File: src/rtl/tlight_ctrl_if.sv
// Sensor inputs and light/status outputs of the traffic-light controller.
// The controller sits on the slave side; the environment drives the sensors as master.
interface tlight_ctrl_if;
    logic       ew_sensor;
    logic       emgcy_sensor;
    logic [2:0] ns_light;
    logic [2:0] ew_light;
    logic [1:0] ns_green_timer;
    logic       ew_green_req;

    modport master (
        output ew_sensor, emgcy_sensor,
        input  ns_light, ew_light, ns_green_timer, ew_green_req
    );
    modport slave (
        input  ew_sensor, emgcy_sensor,
        output ns_light, ew_light, ns_green_timer, ew_green_req
    );
endinterface

File: src/rtl/tlight_ctrl.sv
// NS/EW traffic-light controller with emergency preemption and a latched EW request.
// Optional TLIGHT_EW_EXTEND_EN: EW green extends while a car waits, up to 2*EW_GREEN_CYC.
module tlight_ctrl #(
    parameter int YELLOW_CYC   = 2,
    parameter int EW_GREEN_CYC = 4,
    parameter int EMG_HOLD     = 2
) (
    input  logic         clk,
    input  logic         reset,
    tlight_ctrl_if.slave bus
);
    localparam logic [2:0] L_OFF = 3'd0, L_RED = 3'd1, L_YEL = 3'd2, L_GRN = 3'd3, L_PRE = 3'd4;
    localparam logic [3:0] YEL_LD = 4'(YELLOW_CYC - 1);
    localparam logic [3:0] EWG_LD = 4'(EW_GREEN_CYC - 1);
    localparam logic [3:0] EMG_LD = 4'(EMG_HOLD - 1);

    typedef enum logic [3:0] {
        S_OFF, S_ALL_RED, S_NS_PRE, S_NS_GREEN, S_NS_YELLOW,
        S_EW_PRE, S_EW_GREEN, S_EW_YELLOW, S_EMG_YEL, S_EMG_RED
    } state_t;

    state_t     state, state_nxt;
    logic [3:0] cnt, cnt_ld;
    logic [1:0] timer;
    logic       req, emg_ew, emg_ew_nxt;
    logic [2:0] ns_q, ew_q, ns_nxt, ew_nxt;
    logic       cnt_done, preempt, extend;

    assign cnt_done = (cnt == 4'd0);
    assign preempt  = bus.emgcy_sensor &&
                      !(state inside {S_OFF, S_EMG_YEL, S_EMG_RED});

`ifdef TLIGHT_EW_EXTEND_EN
    logic [3:0] ext;
    assign extend = bus.ew_sensor && (ext != 4'd0);

    // Remaining one-cycle extensions; caps EW green at twice its base length.
    always_ff @(posedge clk or posedge reset) begin
        if (reset)
            ext <= 4'd0;
        else if (state != S_EW_GREEN)
            ext <= 4'(EW_GREEN_CYC);
        else if (cnt_done && extend && state_nxt == S_EW_GREEN)
            ext <= ext - 4'd1;
    end
`else
    assign extend = 1'b0;
`endif

    always_comb begin
        state_nxt = state;
        case (state)
            S_OFF:       state_nxt = S_ALL_RED;
            S_ALL_RED:   state_nxt = S_NS_PRE;
            S_NS_PRE:    state_nxt = S_NS_GREEN;
            S_NS_GREEN:  if (timer == 2'd3 && req) state_nxt = S_NS_YELLOW;
            S_NS_YELLOW: if (cnt_done) state_nxt = S_EW_PRE;
            S_EW_PRE:    state_nxt = S_EW_GREEN;
            S_EW_GREEN:  if (cnt_done && !extend) state_nxt = S_EW_YELLOW;
            S_EW_YELLOW: if (cnt_done) state_nxt = S_NS_PRE;
            S_EMG_YEL:   state_nxt = S_EMG_RED;
            S_EMG_RED:   if (cnt_done && !bus.emgcy_sensor) state_nxt = S_ALL_RED;
            default:     state_nxt = S_OFF;
        endcase
        // Only a currently green light needs a yellow step before red.
        if (preempt)
            state_nxt = (state == S_NS_GREEN || state == S_EW_GREEN) ? S_EMG_YEL : S_EMG_RED;
    end

    always_comb begin
        cnt_ld = 4'd0;
        case (state_nxt)
            S_NS_YELLOW, S_EW_YELLOW: cnt_ld = YEL_LD;
            S_EW_GREEN:               cnt_ld = EWG_LD;
            S_EMG_RED:                cnt_ld = EMG_LD;
            default:                  cnt_ld = 4'd0;
        endcase
    end

    assign emg_ew_nxt = (state_nxt == S_EMG_YEL) ? (state == S_EW_GREEN) : emg_ew;

    always_comb begin
        ns_nxt = L_RED;
        ew_nxt = L_RED;
        case (state_nxt)
            S_OFF:       begin ns_nxt = L_OFF; ew_nxt = L_OFF; end
            S_NS_PRE:    ns_nxt = L_PRE;
            S_NS_GREEN:  ns_nxt = L_GRN;
            S_NS_YELLOW: ns_nxt = L_YEL;
            S_EW_PRE:    ew_nxt = L_PRE;
            S_EW_GREEN:  ew_nxt = L_GRN;
            S_EW_YELLOW: ew_nxt = L_YEL;
            S_EMG_YEL:   if (emg_ew_nxt) ew_nxt = L_YEL; else ns_nxt = L_YEL;
            default:     begin ns_nxt = L_RED; ew_nxt = L_RED; end
        endcase
    end

    always_ff @(posedge clk or posedge reset) begin
        if (reset) begin
            state  <= S_OFF;
            cnt    <= 4'd0;
            timer  <= 2'd0;
            req    <= 1'b0;
            emg_ew <= 1'b0;
            ns_q   <= L_OFF;
            ew_q   <= L_OFF;
        end else begin
            state  <= state_nxt;
            cnt    <= (state_nxt != state) ? cnt_ld : (cnt_done ? cnt : cnt - 4'd1);
            timer  <= (state == S_NS_GREEN && state_nxt == S_NS_GREEN) ?
                      ((timer == 2'd3) ? timer : timer + 2'd1) : 2'd0;
            // Request survives emergencies; only EW green service clears it.
            if (state == S_EW_PRE && state_nxt == S_EW_GREEN)
                req <= 1'b0;
            else if (bus.ew_sensor && state != S_EW_PRE && state != S_EW_GREEN)
                req <= 1'b1;
            emg_ew <= emg_ew_nxt;
            ns_q   <= ns_nxt;
            ew_q   <= ew_nxt;
        end
    end

    assign bus.ns_light       = ns_q;
    assign bus.ew_light       = ew_q;
    assign bus.ns_green_timer = timer;
    assign bus.ew_green_req   = req;
endmodule

File: src/flat_wrapper.sv
// flat-port wrapper written by rule: the top's interface ports become plain ports
module tlight_ctrl_flat 
#(
    parameter int YELLOW_CYC   = 2,
    parameter int EW_GREEN_CYC = 4,
    parameter int EMG_HOLD     = 2
)
  (clk, reset, bus_ew_sensor, bus_emgcy_sensor, bus_ns_light, bus_ew_light, bus_ns_green_timer, bus_ew_green_req);
  tlight_ctrl_if bus_i ();
  input  logic clk;
  input  logic reset;
  input wire logic [$bits(bus_i.ew_sensor)-1:0] bus_ew_sensor;
  input wire logic [$bits(bus_i.emgcy_sensor)-1:0] bus_emgcy_sensor;
  output wire logic [$bits(bus_i.ns_light)-1:0] bus_ns_light;
  output wire logic [$bits(bus_i.ew_light)-1:0] bus_ew_light;
  output wire logic [$bits(bus_i.ns_green_timer)-1:0] bus_ns_green_timer;
  output wire logic [$bits(bus_i.ew_green_req)-1:0] bus_ew_green_req;
  assign bus_i.ew_sensor = bus_ew_sensor;
  assign bus_i.emgcy_sensor = bus_emgcy_sensor;
  assign bus_ns_light = bus_i.ns_light;
  assign bus_ew_light = bus_i.ew_light;
  assign bus_ns_green_timer = bus_i.ns_green_timer;
  assign bus_ew_green_req = bus_i.ew_green_req;
  tlight_ctrl #(.YELLOW_CYC(YELLOW_CYC), .EW_GREEN_CYC(EW_GREEN_CYC), .EMG_HOLD(EMG_HOLD)) u_core (.clk(clk), .reset(reset), .bus(bus_i));
endmodule
File: config.mk
export PLATFORM = sky130hd
export DESIGN_NAME = tlight_ctrl_flat
export DESIGN_NICKNAME = d
export VERILOG_FILES = /design/src/rtl/tlight_ctrl_if.sv /design/src/rtl/tlight_ctrl.sv /design/src/flat_wrapper.sv
export SDC_FILE = /design/constraint.sdc
export NUM_CORES = 1
export LEC_CHECK = 0
export ABC_AREA = 1
export BUFFER_PORTS_ARGS = -buffer_cell sky130_fd_sc_hd__buf_2
export CAP_MARGIN = 10
export CORE_MARGIN = 2
export CORE_UTILIZATION = 30
export DETAILED_ROUTE_END_ITERATION = 7
export GPL_ROUTABILITY_DRIVEN = 0
export GPL_TIMING_DRIVEN = 1
export PLACE_DENSITY = 0.55
export SKIP_LAST_GASP = 1
export SYNTH_ARGS = -nofsm -noshare
export SYNTH_HDL_FRONTEND = slang
export SYNTH_SLANG_ARGS = --single-unit
export TNS_END_PERCENT = 5
File: constraint.sdc
create_clock -name clk -period 2.4 [get_ports clk]
set_clock_uncertainty 0.15 [all_clocks]
set_input_delay 0.12 -clock clk [delete_from_list [all_inputs] [get_ports clk]]
set_output_delay 0.12 -clock clk [all_outputs]
set_load 0.1 [all_outputs]
# Word level (Yosys, flattened, before mapping)
# Index checks and enable logic that the tools add are counted.
[totals]
word_cells = 68
regBits = 18
output_inout_bits = 9
inputBits = 4
[op_classes]
n_addsub = 2
muxes = 20
reduce_logical = 16
n_eq_ne = 23
[op_table]
columns = ["operator", "n"]
rows = [
  ["4-bit case mux with 10 select lines", 1],
  ["4-bit by 3-bit equality test with 1-bit output (second input constant)", 8],
  ["4-bit two-way mux", 8],
  ["3-bit case mux with 5 select lines", 2],
  ["4-bit by 2-bit equality test with 1-bit output (second input constant)", 4],
  ["4-bit equality test (second input constant)", 4],
  ["4-bit zero test", 3],
  ["2-bit two-way mux", 4],
  ["4-bit by 3-bit inequality test with 1-bit output (second input constant)", 2],
  ["1-bit logical AND", 7],
  ["4-bit by 1-bit equality test with 1-bit output (second input constant)", 1],
  ["1-bit two-way mux", 4],
  ["2-bit inequality test (second input constant)", 2],
  ["4-bit inequality test", 1],
  ["2-bit case mux with 2 select lines", 1],
  ["4-bit by 1-bit subtractor with 4-bit output (second input constant)", 1],
  ["3-bit nonzero test", 1],
  ["3-bit OR reduction", 1],
  ["2-bit by 1-bit adder with 2-bit output (second input constant)", 1],
  ["2-bit equality test (second input constant)", 1],
  ["1-bit zero test", 2],
  ["2-bit nonzero test", 1],
  ["1-bit logical OR", 1],
]

# Longest topological paths before layout
# Gate-level depths: netlist of run 1.
[logic_depth]
depth_word = 9
ltp_mapped = 13
ltp_nobuf = 13

# Worst setup path after synthesis of run 1
# OpenSTA, ideal clock, no wires.
[synth_timing]
path_kind = "register -> register"
start = "register u_core.timer[0], in the netlist u_core.bus.ns_green_timer[0]"
end = "register u_core.cnt[0]"
slack_ps = -11
path_buffers = 0
stages_incl_launch_ff = 13
t_required_ps = 2134
setup_ps = 116
t_arrival_ps = 2145
path_cell_list = "dfrtp_1 ha_1 nand3_1 nand3_1 nand2_1 nand2_4 nand2_1 nand2_1 nand2_1 nor2_4 nand2_2 nand2_1 nand2_1"
[synth_between]
elab_chain_cells = 9
word_cells_on_any_way = 14
[synth_lines]
columns = ["element", "line", "text"]
rows = [
  ["start: declaration", "tlight_ctrl.sv:24", "logic [1:0] timer;"],
  ["start signal: assignment", "tlight_ctrl.sv:110", "timer <= (state == S_NS_GREEN && state_nxt == S_NS_GREEN) ?"],
  ["2-bit equality test (*)", "tlight_ctrl.sv:56", "S_NS_GREEN: if (timer == 2'd3 && req) state_nxt = S_NS_YELLOW;"],
  ["1-bit logical AND (*)", "tlight_ctrl.sv:56", ""],
  ["4-bit two-way mux (*)", "tlight_ctrl.sv:56", ""],
  ["4-bit case mux with 10 select lines (*)", "tlight_ctrl.sv:52", "case (state)"],
  ["4-bit two-way mux (*)", "tlight_ctrl.sv:66", "if (preempt)"],
  ["4-bit equality test / 4-bit by 3-bit equality test with 1-bit output (equally long branches)", "tlight_ctrl.sv:72", "case (state_nxt)"],
  ["3-bit OR reduction (no source line)", "-", ""],
  ["2-bit case mux with 2 select lines", "tlight_ctrl.sv:72", ""],
  ["4-bit two-way mux", "tlight_ctrl.sv:109", "cnt <= (state_nxt != state) ? cnt_ld : (cnt_done ? cnt : cnt - 4'd1);"],
  ["end signal: assignment", "tlight_ctrl.sv:109", ""],
  ["end: declaration", "tlight_ctrl.sv:23", "logic [3:0] cnt, cnt_ld;"],
]
# Every way passes the cells marked *; elsewhere a longest branch is shown, timed or not.
# A chain may end at the register's enable or synchronous reset.

# Worst setup path after layout of run 1
[layout_timing]
start = "register u_core.cnt[0]"
end = "register u_core.timer[1], in the netlist u_core.bus.ns_green_timer[1]"
[layout_between]
elab_chain_cells = 8
word_cells_on_any_way = 12
[layout_lines]
columns = ["element", "line", "text"]
rows = [
  ["4-bit zero test (*)", "tlight_ctrl.sv:29", "assign cnt_done = (cnt == 4'd0);"],
  ["1-bit logical AND", "tlight_ctrl.sv:62", "S_EMG_RED: if (cnt_done && !bus.emgcy_sensor) state_nxt = S_ALL_RED;"],
  ["4-bit two-way mux", "tlight_ctrl.sv:62", ""],
  ["4-bit case mux with 10 select lines (*)", "tlight_ctrl.sv:52", ""],
  ["4-bit two-way mux (*)", "tlight_ctrl.sv:66", ""],
  ["4-bit by 2-bit equality test with 1-bit output (*)", "tlight_ctrl.sv:110", ""],
  ["1-bit logical AND (*)", "tlight_ctrl.sv:110", ""],
  ["2-bit inequality test (no source line) / 2-bit two-way mux (equally long branches)", "-", ""],
]
# Marks and branches as above.

==> results.json, run 1 <==
{
  "setup_viol": 0,
  "grt_pass1_vias": 942,
  "cp_top_family": "simple AND/OR/NAND/NOR gates",
  "synthCells": 158,
  "cts_tree": "built",
  "std_cell_rows": 22,
  "worstPathArrival_ns": 1.92,
  "hp-class": "in -> reg",
  "synth_ff_type": "dfrtp_1",
  "utilization": 0.360,
  "antenna_found_initial": 0,
  "syn_area_um2": 1170,
  "cp-end-kind": "register",
  "hold_viol_final": 0,
  "io_pins": 13,
  "worstSetupEndpoint": "u_core.bus.ns_green_timer[1]",
  "drv_cap": 0,
  "cp.depth": 12,
  "dp_hpwl_mm": 1.92,
  "slew_headroom": 0.573,
  "cts-root-buf": "clkbuf_8",
  "ys_ff_latch": 17,
  "pwr_density_cell_nw_per_um2": 1320,
  "slew_viol_final": 0,
  "ys_seq_area_frac": 0.364,
  "layout_min_cycle_time_ns": 1.89,
  "portBuffers": 12,
  "grt_start_max_net_pins": 18,
  "criticalPathCategory": "reg -> reg",
  "worst_ir_drop_vdd_v": 0.000505,
  "die-area_um2": 4410,
  "synth_cell_types": 25,
  "synth_warnings": 0,
  "postRouteAntennaNets": 0,
  "fmax_mhz": 530,
  "status": "finished clean",
  "cts_setup_buffers": 0,
  "synth_area_per_cell_um2": 7.40,
  "required_ns": 2.43,
  "clockBufferDepth": 2,
  "rsz0062_at_grt": "false",
  "start_kind": "register",
  "layout.cells.non_filler": 221,
  "rrSetupSlack_ns": 0.51,
  "synth_top_area_cell": "dfrtp_1",
  "min_period_over_period": 0.787,
  "syn-num-nets": 165,
  "ys_top_cells_by_area": "dfrtp_1 (36%), nand2_1 (12%), nand3_1 (7.7%)",
  "reg2regPathDepth": 12,
  "crit_path_max_incr_delay_ns": 0.40,
  "cp.buffers_inverters": 2,
  "synthArstFlopShare": 1.00,
  "die_x_um": 66.4,
  "yosys.cell_count.top_type": "nand2_1",
  "via_per_inst": 4.51,
  "worst_pin_slew_ns": 0.640,
  "start_util": 0.314,
  "synth_edf_count": 0,
  "htree_num_levels": 1,
  "wirelength_mm": 2.41,
  "cpMostUsedCell": "nand2_2",
  "post_drt_wl_per_cell_um": 10.9,
  "grt_first_pass_wirelength_mm": 4.21,
  "via_count": 997,
  "area_delta_synth_final_pct": 14.3,
  "drtIter0Drc": 74,
  "drc": 0,
  "clk_latency_ns": 0.25,
  "path_cells": "inv_1 > ha_1 > nand2_2 > nand2_2 > nand3_2 > nand2_4 > nand2_1 > inv_2 > nand2_2 > nor2_4 > nand2_1 > nor2_1",
  "dp_slack_ns": 0.506,
  "synthTopCellsByCount": "nand2_1 (37), nor2_1 (22), inv_1 (18), nand3_1 (18), dfrtp_1 (17)",
  "grt_remaining_overflow": 0,
  "antennaDiodeCount": 0,
  "drive_gt1_frac": 0.243,
  "final.setup.tns_ns": 0,
  "leakage_nw": 0.714,
  "design.core.area_um2": 3720,
  "dp.cells": 216,
  "setup_slack_ns": 0.512,
  "cts_made_buffers": 3,
  "holdWs_ns": 0.0707,
  "cts_sinks": 17,
  "clk_pin_slew_ns": 0.06,
  "fp.dieH_um": 66.4,
  "critPathLaunch": "u_core.cnt[0]",
  "drt_pass1_iterations": 4,
  "fin_nets": 181,
  "crit_fanout": 7,
  "grt_util_all_layers": 0.127,
  "critPathSlowestCell": "dfrtp_1",
  "yosys.area.top_type_share": 0.364,
  "rr_startpoint": "u_core.cnt[0]",
  "rr_endpoint": "u_core.bus.ns_green_timer[1]"
}
## per-layer routing
metal  vias up  routed length [um]  track usage
met5         -                   0            0
met2        24                1090        0.194
li1        524                   -            -
met4         0                  60       0.0689
met3         5                  74      0.00511
met1       444                1180        0.180
## worst register-to-register path: stages (launching register included)
cell and delay (ns):
dfrtp_1 0.40, inv_1 0.11, ha_1 0.23, nand2_2 0.13, nand2_2 0.12, nand3_2 0.11, nand2_4 0.11, nand2_1 0.07
inv_2 0.06, nand2_2 0.06, nor2_4 0.10, nand2_1 0.07, nor2_1 0.09
## state kept, by name, indices dropped and copies added (netlist names)
| register | cells |
|---|---|
| u_core.bus.ew_green_req | 1 |
| u_core.bus.ns_green_timer | 2 |
| u_core.bus.ns_light | 3 |
| u_core.state | 4 |
| u_core.bus.ew_light | 3 |
| u_core.cnt | 4 |
## layout by cell type, fill, tap and decap left out, types with 2 or more instances in the layout
master     n
nand2_1   37
nor2_1    22
nand3_1   18
inv_1     18
dfrtp_1   15
buf_2     12
nand2_2    9
o21ai_0    5
inv_2      4
nand3_2    3
nand2_4    3
xor2_1     3
ha_1       3
clkbuf_8   3
nor2_4     2
nand4_1    2
dfrtp_2    2
## through the flow
step	total power (W)	instance area, um2
floorplan	0.00137	1170
global placement	0.00157	1280
detailed placement	0.00156	1280
CTS	0.00178	1340
global route	0.00194	1340
finish	0.00176	1340
## layout make-up
| cell class | count | area [um2] |
|---|---|---|
| Timing Repair Buffer | 13 | 70.1 |
| Sequential cell | 17 | 428 |
| Inverter | 23 | 86.3 |
| Fill cell | 415 | 2380 |
| Clock buffer | 4 | 45.0 |
| Tap cell | 48 | 60.1 |
| Multi-Input combinational cell | 116 | 647 |
## logic make-up (layout without fill, tap and decap cells)
family,Yosys count,after routing,share of synthesized area
AOI/OAI and AO/OA,8,8,0.0493
buffers and inverters,25,40,0.0824
DFF,17,17,0.364
and+or+nand+nor,101,101,0.441
adders and majority gates,3,3,0.0321
muxes,1,1,0.00857
xor gates and xnor gates,3,3,0.0225
## how the worst min path moves through the flow
stage	startpoint	end	cells past startpoint	slack [ns]
floorplan	reset	u_core.bus.ew_green_req	1	-0.10
global placement	reset	u_core.bus.ew_light[2]	2	0.09
detailed placement	reset	u_core.bus.ew_light[2]	2	0.09
CTS	bus_ew_sensor	u_core.bus.ew_green_req	5	0.07
global route	bus_ew_sensor	u_core.bus.ew_green_req	5	0.10
finish	bus_ew_sensor	u_core.bus.ew_green_req	5	0.07
## power by group
| part | leakage, nW | switching [W] | total, W | internal (W) |
|---|---|---|---|---|
| Sequential | 0.213 | 0.0000781 | 0.000438 | 0.000360 |
| Combinational | 0.478 | 0.000795 | 0.00111 | 0.000318 |
| Clock | 0.0228 | 0.0000896 | 0.000207 | 0.000118 |
| Total | 0.714 | 0.000963 | 0.00176 | 0.000795 |
## repair_timing
action                    4_1_cts  5_1_grt
hold buffers                    1        0
resized for setup               0        0
hold endpoints to repair       17        0
No activity file was read; power rests on OpenSTA's default activity.
==> inputs of run 2 (changes only) <==
--- a/config.mk
+++ b/config.mk
@@ -5,7 +5,7 @@
 export SDC_FILE = /design/constraint.sdc
 export NUM_CORES = 1
 export LEC_CHECK = 0
-export ABC_AREA = 1
+export ABC_AREA = 0
 export BUFFER_PORTS_ARGS = -buffer_cell sky130_fd_sc_hd__buf_2
 export CAP_MARGIN = 10
 export CORE_MARGIN = 2
@@ -13,7 +13,7 @@
 export DETAILED_ROUTE_END_ITERATION = 7
 export GPL_ROUTABILITY_DRIVEN = 0
 export GPL_TIMING_DRIVEN = 1
-export PLACE_DENSITY = 0.55
+export PLACE_DENSITY = 0.56
 export SKIP_LAST_GASP = 1
 export SYNTH_ARGS = -nofsm -noshare
 export SYNTH_HDL_FRONTEND = slang
==> constraint.sdc (replaced) <==
create_clock -name clk -period 1.8 [get_ports clk]
set_clock_uncertainty 0.15 [all_clocks]
set_input_delay 0.09 -clock clk [delete_from_list [all_inputs] [get_ports clk]]
set_output_delay 0.09 -clock clk [all_outputs]
set_load 0.1 [all_outputs]
==> run 2 against run 1 <==
  * The run now ends with setup timing left
  * Core utilization up 11 points
  * Via count increased by 8.7%
  * Routed wire length rose by 21%
  * Worst setup slack got worse by 0.72 ns
  * Critical path type unchanged
  * Highest routed layer unchanged
==> results.json, run 2 <==
{
  "criticalPathCategory": "reg -> reg",
  "via_per_inst": 5.04,
  "drc": 0,
  "cts_made_buffers": 3,
  "fp.dieH_um": 63.1,
  "pwr_density_cell_nw_per_um2": 1490,
  "rsz0062_at_grt": "true",
  "design_area_um2": 1580,
  "critPathLaunch": "u_core.cnt[0]",
  "sw_frac_of_total": 0.442,
  "pwr-share-comb": 0.680,
  "syn-num-nets": 123,
  "clockPowerShare": 0.089,
  "required_ns": 1.84,
  "hold_viol_final": 0,
  "rr_startpoint": "u_core.cnt[0]",
  "yosys.cell_count.top_type": "dfrtp_1",
  "start_util": 0.313,
  "grt_remaining_overflow": 0,
  "io_pins": 13,
  "cp-end-kind": "register",
  "layout_min_cycle_time_ns": 2.01,
  "die-area_um2": 3980,
  "ys_top_cells_by_area": "dfrtp_1 (41%), o21ai_0 (4.3%), nor2_1 (3.9%)",
  "portBuffers": 12,
  "slew_headroom": 0.559,
  "via_count": 1084,
  "std_cell_rows": 21,
  "drive_gt1_frac": 0.444,
  "p_total_w": 0.00235,
  "cts_sinks": 17,
  "synth_top_area_cell": "dfrtp_1",
  "synth_warnings": 0,
  "p_seq_frac": 0.231,
  "min_period_over_period": 1.12,
  "status": "finished, violations left",
  "grt_pass1_vias": 1043,
  "worst_pin_slew_ns": 0.661,
  "start_kind": "register",
  "worst_ir_drop_vdd_v": 0.000423,
  "antennaDiodeCount": 0,
  "grt_util_all_layers": 0.153,
  "leakage_nw": 0.733,
  "design.core.area_um2": 3340,
  "hp-class": "in -> reg",
  "synthArstFlopShare": 1.00,
  "ys_ff_latch": 17,
  "postRouteAntennaNets": 0,
  "yosys.area.top_type_share": 0.407,
  "dp_slack_ns": -0.239,
  "cts-root-buf": "clkbuf_4",
  "crit_fanout": 3,
  "violations": "setup timing",
  "grt_first_pass_wirelength_mm": 4.72,
  "drtIter0Drc": 58,
  "layout_commonest_cell": "buf_4",
  "fin_nets": 177,
  "synthTopCellsByCount": "dfrtp_1 (17), nor2_1 (11), inv_1 (9), o21ai_0 (9), nand2_1 (8)",
  "wirelength_mm": 2.92,
  "synth_area_per_cell_um2": 9.02,
  "setup_viol": 11,
  "worstPathArrival_ns": 2.05,
  "placed_cell_area_um2": 1450,
  "synthCells": 116,
  "cts_tree": "built",
  "switchingPower_w": 0.00104,
  "htree_num_levels": 1,
  "power.internal_w": 0.00131,
  "top_regs": "u_core.cnt x4, u_core.state x4",
  "ys_seq_area_frac": 0.407,
  "clk_latency_ns": 0.29,
  "drv_cap": 0,
  "synth_cell_types": 42,
  "drt_pass1_iterations": 4,
  "post_drt_wl_per_cell_um": 13.6,
  "antenna_found_initial": 0,
  "hold_path_startpoint": "bus_emgcy_sensor",
  "area_delta_synth_final_pct": 51.3,
  "synth_ff_type": "dfrtp_1",
  "syn_area_um2": 1050,
  "clockBufferDepth": 2,
  "setup_slack_ns": -0.212,
  "synth_edf_count": 0,
  "final_cell_mix": "buf_4 (37), dfrtp_1 (14), buf_2 (12)",
  "dp_hpwl_mm": 2.13,
  "grt_start_max_net_pins": 18,
  "slew_viol_final": 0,
  "clk_pin_slew_ns": 0.10,
  "fmax_mhz": 497,
  "die_x_um": 63.1
}
run 2: final timing paths:
kind                                                 to  slack [ns]  cells after the start
setup / recovery                          u_core.cnt[0]       -0.21                      9
hold / removal                            u_core.cnt[1]        0.10                      5
setup reg to reg                          u_core.cnt[0]       -0.21                      9
hold reg to reg                 u_core.bus.ew_green_req        0.45                      1
max in group asynchronous  u_core.bus.ns_green_timer[1]        0.75                      3
min in group asynchronous        u_core.bus.ew_light[0]        0.27                      3
run 2: cell type report:
class                   count  area [um2]
repair buffers             54         392
clock inverters             1        5.00
well taps                  46        57.6
clock buffers               3        22.5
fillers                   335        1750
inverters                   9        33.8
multi-input cells          85         638
flip-flops and latches     17         434
run 2: power groups by stage:
stage / Sequential [W] / Clock, W / Combinational, W
after floorplan: 0.000723 / 0 / 0.000693
after global placement: 0.000544 / 0 / 0.00138
after CTS: 0.000538 / 0.000220 / 0.00154
after detailed placement: 0.000540 / 0 / 0.00139
after global routing: 0.000550 / 0.000242 / 0.00171
final: 0.000542 / 0.000210 / 0.00160
run 2: metal layers:
| layer | vias up | wire, um | part of all wire | global-route usage |
|---|---|---|---|---|
| met5 | - | 0 | 0 | 0 |
| met4 | 0 | 76 | 0.026 | 0.0917 |
| met3 | 8 | 164 | 0.056 | 0.0214 |
| met2 | 40 | 1370 | 0.47 | 0.237 |
| met1 | 510 | 1310 | 0.45 | 0.201 |
| li1 | 526 | - | - | - |
run 2: cells by family (layout without fill, tap and decap cells):
| kind of cell | count (synthesis) | in the layout | synth area share |
|---|---|---|---|
| fa+ha+maj | 3 | 3 | 0.0359 |
| mux | 3 | 3 | 0.0299 |
| flops | 17 | 17 | 0.407 |
| xor+xnor | 5 | 5 | 0.0419 |
| simple gates | 42 | 42 | 0.213 |
| compound gates | 32 | 32 | 0.217 |
| buf+inv | 14 | 67 | 0.0562 |
run 2: timing repair:
item | 4_1_cts | 5_1_grt
endpoints found under the setup margin | 11 | 13
pin swaps | 6 | 7
hold buffers | 2 | 0
setup buffers | 2 | 1
resized for setup | 12 | 4
endpoints found under the hold margin | 18 | 0
run 2: critical path, cell delays in order, from the launching register on:
cell	delay, ns
dfrtp_1	0.40
inv_2	0.08
ha_4	0.14
nor3b_4	0.22
buf_6	0.16
a21oi_4	0.06
buf_6	0.11
o211ai_1	0.19
o211ai_1	0.12
mux2_4	0.27
run 2: metrics by stage:
step                      utilization  std cells  hold WS, ns  TNS (ns)
after detailed placement        0.433        206       0.0764     -1.67
after global routing            0.474        215        0.115     -2.56
after global placement          0.433        206       0.0561     -1.18
final                           0.474        215        0.102     -1.69
after floorplan                     -        116       -0.134    -0.889
after CTS                       0.466        214        0.101     -1.90
